[config.mk]
export PLATFORM = sky130hd
export DESIGN_NAME = hb_iq_stream_fifo
export DESIGN_NICKNAME = d
export VERILOG_FILES = /design/src/rtl/hb_iq_stream_fifo.sv
export SDC_FILE = /design/constraint.sdc
export NUM_CORES = 1
export LEC_CHECK = 0
export ABC_AREA = 0
export CAP_MARGIN = 20
export CORE_MARGIN = 3
export CORE_UTILIZATION = 50
export DETAILED_ROUTE_END_ITERATION = 6
export PLACE_DENSITY = 0.78
export SYNTH_ARGS = -nofsm -noshare
export SYNTH_HDL_FRONTEND = slang
export SYNTH_SLANG_ARGS = --single-unit
[constraint.sdc]
create_clock -name i_clock -period 6 [get_ports i_clock]
set_input_delay 1.2 -clock i_clock [delete_from_list [all_inputs] [get_ports i_clock]]
set_output_delay 1.2 -clock i_clock [all_outputs]
set_load 0.05 [all_outputs]
[src/rtl/hb_iq_stream_fifo.sv]
`default_nettype none
// ============================================================================
//  Module   : hb_iq_stream_fifo
//  Brief    : Packs decimated I/Q pairs into {Q,I} words and buffers them in a
//             first-word-fall-through FIFO feeding a ready/valid consumer.
//             Overflowing samples are dropped and counted, because the
//             upstream decimator cannot be stalled.
//  Revision : 1.0 - initial release
// ============================================================================
module hb_iq_stream_fifo #(
  parameter int WIDTH       = 16,
  parameter int DEPTH       = 16,
  parameter int AFULL_LEVEL = 12
) (
  input  logic                       i_clock,
  input  logic                       i_reset,
  input  logic [WIDTH-1:0]           i_inph_data,
  input  logic [WIDTH-1:0]           i_quad_data,
  input  logic                       i_valid,
  output logic [2*WIDTH-1:0]         o_data,
  output logic                       o_valid,
  input  logic                       i_ready,
  output logic [$clog2(DEPTH):0]     o_level,
  output logic                       o_almost_full,
  output logic                       o_overflow,
  output logic [15:0]                o_drop_count,
  input  logic                       i_clear_overflow
);

  localparam int AW = $clog2(DEPTH);
  localparam int LW = AW + 1;
  localparam logic [LW-1:0] c_AFULL_LVL = LW'(AFULL_LEVEL);
  localparam logic [15:0]   c_DROP_MAX  = 16'hFFFF;

  // Storage and state
  logic [2*WIDTH-1:0] mem_q [DEPTH];
  logic [AW:0]        wr_ptr_q, wr_ptr_d;
  logic [AW:0]        rd_ptr_q, rd_ptr_d;
  logic [LW-1:0]      level_q, level_d;
  logic               afull_q;
  logic               ovf_q, ovf_d;
  logic [15:0]        drop_q, drop_d;

  logic w_empty;
  logic w_full;
  logic w_pop;
  logic w_push;
  logic w_drop;

  // Full/empty from the extra pointer MSB: equal pointers mean empty, equal
  // index with differing MSB means every slot is occupied.
  assign w_empty = (wr_ptr_q == rd_ptr_q);
  assign w_full  = (wr_ptr_q[AW] != rd_ptr_q[AW]) &&
                   (wr_ptr_q[AW-1:0] == rd_ptr_q[AW-1:0]);

  // A pop frees a slot in the same cycle, so a full FIFO can still accept.
  assign w_pop  = !w_empty && i_ready;
  assign w_push = i_valid && (!w_full || w_pop);
  assign w_drop = i_valid && w_full && !w_pop;

  // Next-state for pointers, occupancy and the overflow bookkeeping.
  always_comb begin
    wr_ptr_d = wr_ptr_q;
    rd_ptr_d = rd_ptr_q;
    level_d  = level_q;
    ovf_d    = ovf_q;
    drop_d   = drop_q;

    if (w_push) wr_ptr_d = wr_ptr_q + 1'b1;
    if (w_pop)  rd_ptr_d = rd_ptr_q + 1'b1;

    case ({w_push, w_pop})
      2'b10:   level_d = level_q + 1'b1;
      2'b01:   level_d = level_q - 1'b1;
      default: level_d = level_q;
    endcase

    // A drop in the same cycle as a clear wins and restarts the count at 1.
    if (w_drop) begin
      ovf_d = 1'b1;
      if (i_clear_overflow)         drop_d = 16'd1;
      else if (drop_q != c_DROP_MAX) drop_d = drop_q + 16'd1;
    end else if (i_clear_overflow) begin
      ovf_d  = 1'b0;
      drop_d = 16'd0;
    end
  end

  // State registers with synchronous active-low reset.
  always_ff @(posedge i_clock) begin
    if (!i_reset) begin
      wr_ptr_q <= '0;
      rd_ptr_q <= '0;
      level_q  <= '0;
      afull_q  <= 1'b0;
      ovf_q    <= 1'b0;
      drop_q   <= 16'd0;
    end else begin
      wr_ptr_q <= wr_ptr_d;
      rd_ptr_q <= rd_ptr_d;
      level_q  <= level_d;
      afull_q  <= (level_d >= c_AFULL_LVL);
      ovf_q    <= ovf_d;
      drop_q   <= drop_d;
    end
  end

  // Word storage; contents need no reset since o_data is masked when empty.
  always_ff @(posedge i_clock) begin
    if (i_reset && w_push) begin
      mem_q[wr_ptr_q[AW-1:0]] <= {i_quad_data, i_inph_data};
    end
  end

  assign o_valid       = !w_empty;
  assign o_data        = o_valid ? mem_q[rd_ptr_q[AW-1:0]] : '0;
  assign o_level       = level_q;
  assign o_almost_full = afull_q;
  assign o_overflow    = ovf_q;
  assign o_drop_count  = drop_q;

endmodule
`default_nettype wire

==> qor.txt <==
DR iter-0 viols = 1013
Worst setup slack after layout = 0.951 ns
Core area = 41500 sq um
Clk buf depth = 3
Clock sink count = 549
I/O Pins = 93
Period utilisation layout = 0.841
Worst-skew pair later-pin latency = 0.59 ns
Die Y = 212 um
Slew @ Worst Pin = 0.984 ns
Post-Syn Area = 21300 sq um
Seq. cell area = 16100 sq um
CTS tree = built
Fillcell total = 2828
DR DRC count = 0
Ys Warns = 0
Final setup vio count = 0
Max-slew headroom = 0.343
Mapped Cells = 969
Clock root cell = clkbuf_16
Setup Buffers After CTS = 0
Share of post-route cells with drive strength above 1 = 0.260
Pin count of the biggest net entering global routing = 46
Distinct cells, synth = 43
Via count = 10118
Lkg Pwr = 7.55 nW
Layout Skew = 0.0244 ns
Max Cap Violations = 0
Routability cong. = 0.726
Post-layout min period = 5.05 ns
Leading area contributor after synthesis = edfxtp_1
Max-slew violations = 0
Post-DR vias/cell = 6.04
#FFs+latches synth = 549
Maximum clock rate = 198 MHz
Fin nets = 1147
Synth top area cells = edfxtp_1 (72%), mux4_2 (17%), dfxtp_1 (3.5%), and2_1 (1.2%), xnor2_1 (0.58%)
Hold Fails Final Rpt = 0
Pwr Density = 353 nW/um^2
CTS resizes = 0
Outcome = finished clean
Seq/Total Area, Yosys = 0.757
Setup TNS Final = 0 ns
First-pass GRT wire length = 68.5 mm
Hold Buf Count CTS = 0
Worst setup endpoint = o_data[22]
Std-Cell Rows = 74
R2R Path Start = wr_ptr_q[2]
Worst VDD drop = 253 uV
H-tree Lvls = 2
Gr ovfl total = 0
Synth async-reset ratio = 0
Vias in the first global route = 10618
Worst slack, placed = 1.36 ns
Startpoint type of the worst setup path = flop
R2R cell count = 6
EDFF count, synth = 512
Die ar. = 45100 sq um
Commonest register cell after synthesis = edfxtp_1
Number of antenna diodes = 0
Pre-antenna DRT Iters = 5
Setup crit end kind = output port
CP arrival = 3.85 ns
Gr usage total = 0.208
Multi-input gate area = 5070 sq um
# port buffers = 92
Average wire per standard cell = 27.3 um
Unrepaired setup endpoints after global routing = no
Initial antenna violation count = 1
Min-delay src = o_overflow
CTS Buf Count = 53
Detail Placement HPWL = 24.6 mm
Initial Utilization = 0.514
Hold Path Class = flop to flop
Mapped Avg Cell Area = 22.0 sq um
WL final = 45.8 mm
R2r setup slk = 2.38 ns
X dimension of the die = 212 um
Worst Path Required = 4.80 ns
Layout overhead on the synthesized area = 16.1%
Antenna Nets Post-Route = 0
Crit path kind = flop to output port
CTS clk-pin slew, worst paths = 0.06 ns
Critical path peak fanout = 37
Worst flop-to-flop path endpoint = mem_q[15][10]
Syn_nets = 1013
Top cell type's share of synthesized area = 0.722
## cell usage in the layout, fill, tap and decap left out, types with 3 or more instances in the layout
cell,count
edfxtp_1,512
buf_12,4
and2_1,41
dfxtp_1,33
ha_1,7
a21oi_1,5
and4_1,4
mux2i_1,4
clkinv_2,8
clkinv_1,14
nor2_4,12
nor2b_1,10
nand2b_1,5
inv_1,5
nand4_1,8
a31o_2,3
nor4_2,6
nand3_1,6
mux4_2,160
clkbuf_16,53
clkbuf_1,11
clkdlybuf4s50_1,92
nand2_1,20
bufinv_16,3
buf_4,32
nor3_1,5
xnor2_1,14
nor2_1,16
and3_1,4
a21boi_0,3
xor2_1,10
## state kept, by name (all words and copies together) (netlist names), named ones only
register,count
wr_ptr_q,5
mem_q,512
o_drop_count,16
o_almost_full,1
o_level,5
o_overflow,1
rd_ptr_q,5
## per-stage QoR
stage                     cells   util  hold WS (ns)  power, mW  area, sq um
after CTS                  1675  0.596         0.490       8.81        24700
after global routing       1675  0.596         0.533       9.01        24700
after detailed placement   1580  0.557         0.482       5.69        23100
after global placement     1580  0.557         0.474       5.67        23100
final                      1675  0.596         0.490       8.72        24700
after floorplan             969      -         0.499       5.27        21300
## final cells by class
cell class              instances  share of cell area
repair buffers                128              0.0502
clock buffers                  64              0.0553
clock inverters                31             0.00971
flip-flops and latches        549               0.652
well taps                     532              0.0269
multi-input cells             366               0.205
inverters                       5            0.000759
## cells by family after synthesis
kind of cell,Yosys count,synth area share
AOI/OAI and AO/OA,24,0.00805
DFF,549,0.757
and+or+nand+nor,147,0.0396
muxes,164,0.171
buffers and inverters,54,0.0108
xor gates and xnor gates,24,0.00987
adders and majority gates,7,0.00411
## how the worst min path moves through the flow
stage	slack, ns	depth (start not counted)	end
2_1_floorplan	0.50	2	flop
3_3_place_gp	0.47	2	o_overflow
3_5_place_dp	0.48	2	o_drop_count[7]
4_1_cts	0.49	2	o_drop_count[7]
5_1_grt	0.53	2	o_overflow
6_report	0.49	2	o_overflow
## Yosys cell counts (5+ instances only)
| library cell | number |
|---|---|
| edfxtp_1 | 512 |
| mux4_2 | 160 |
| and2_1 | 41 |
| dfxtp_1 | 37 |
| clkbuf_1 | 28 |
| nor2_1 | 28 |
| nand2_1 | 21 |
| buf_2 | 16 |
| xnor2_1 | 14 |
| nor2b_1 | 10 |
| xor2_1 | 10 |
| nand4_1 | 8 |
| ha_1 | 7 |
| nand3_1 | 6 |
| a21oi_1 | 5 |
| inv_1 | 5 |
| nand2b_1 | 5 |
| nor3_1 | 5 |
| nor4_1 | 5 |
## power breakdown
group | switching, mW | total [mW] | internal, mW
sequential | 0.0734 | 4.30 | 4.22
combinational | 0.705 | 1.30 | 0.590
clock | 1.38 | 3.13 | 1.75
## layer usage
metal	part of all wire	wire, um	global-route usage	vias up
li1	-	-	-	4298
met1	0.40	18200	0.281	5345
met2	0.51	23500	0.351	391
met3	0.068	3100	0.0431	82
met4	0.021	976	0.0541	2
met5	0.00031	14	0	-
## worst max-delay path, cell delays in order, from the launching register on
cell             delay [ns]
dfxtp_4                0.90
buf_12                 0.32
mux4_2                 0.55
mux4_2                 0.54
and2_1                 0.19
clkdlybuf4s50_1        0.71
(Power assumes the default switching activity.)
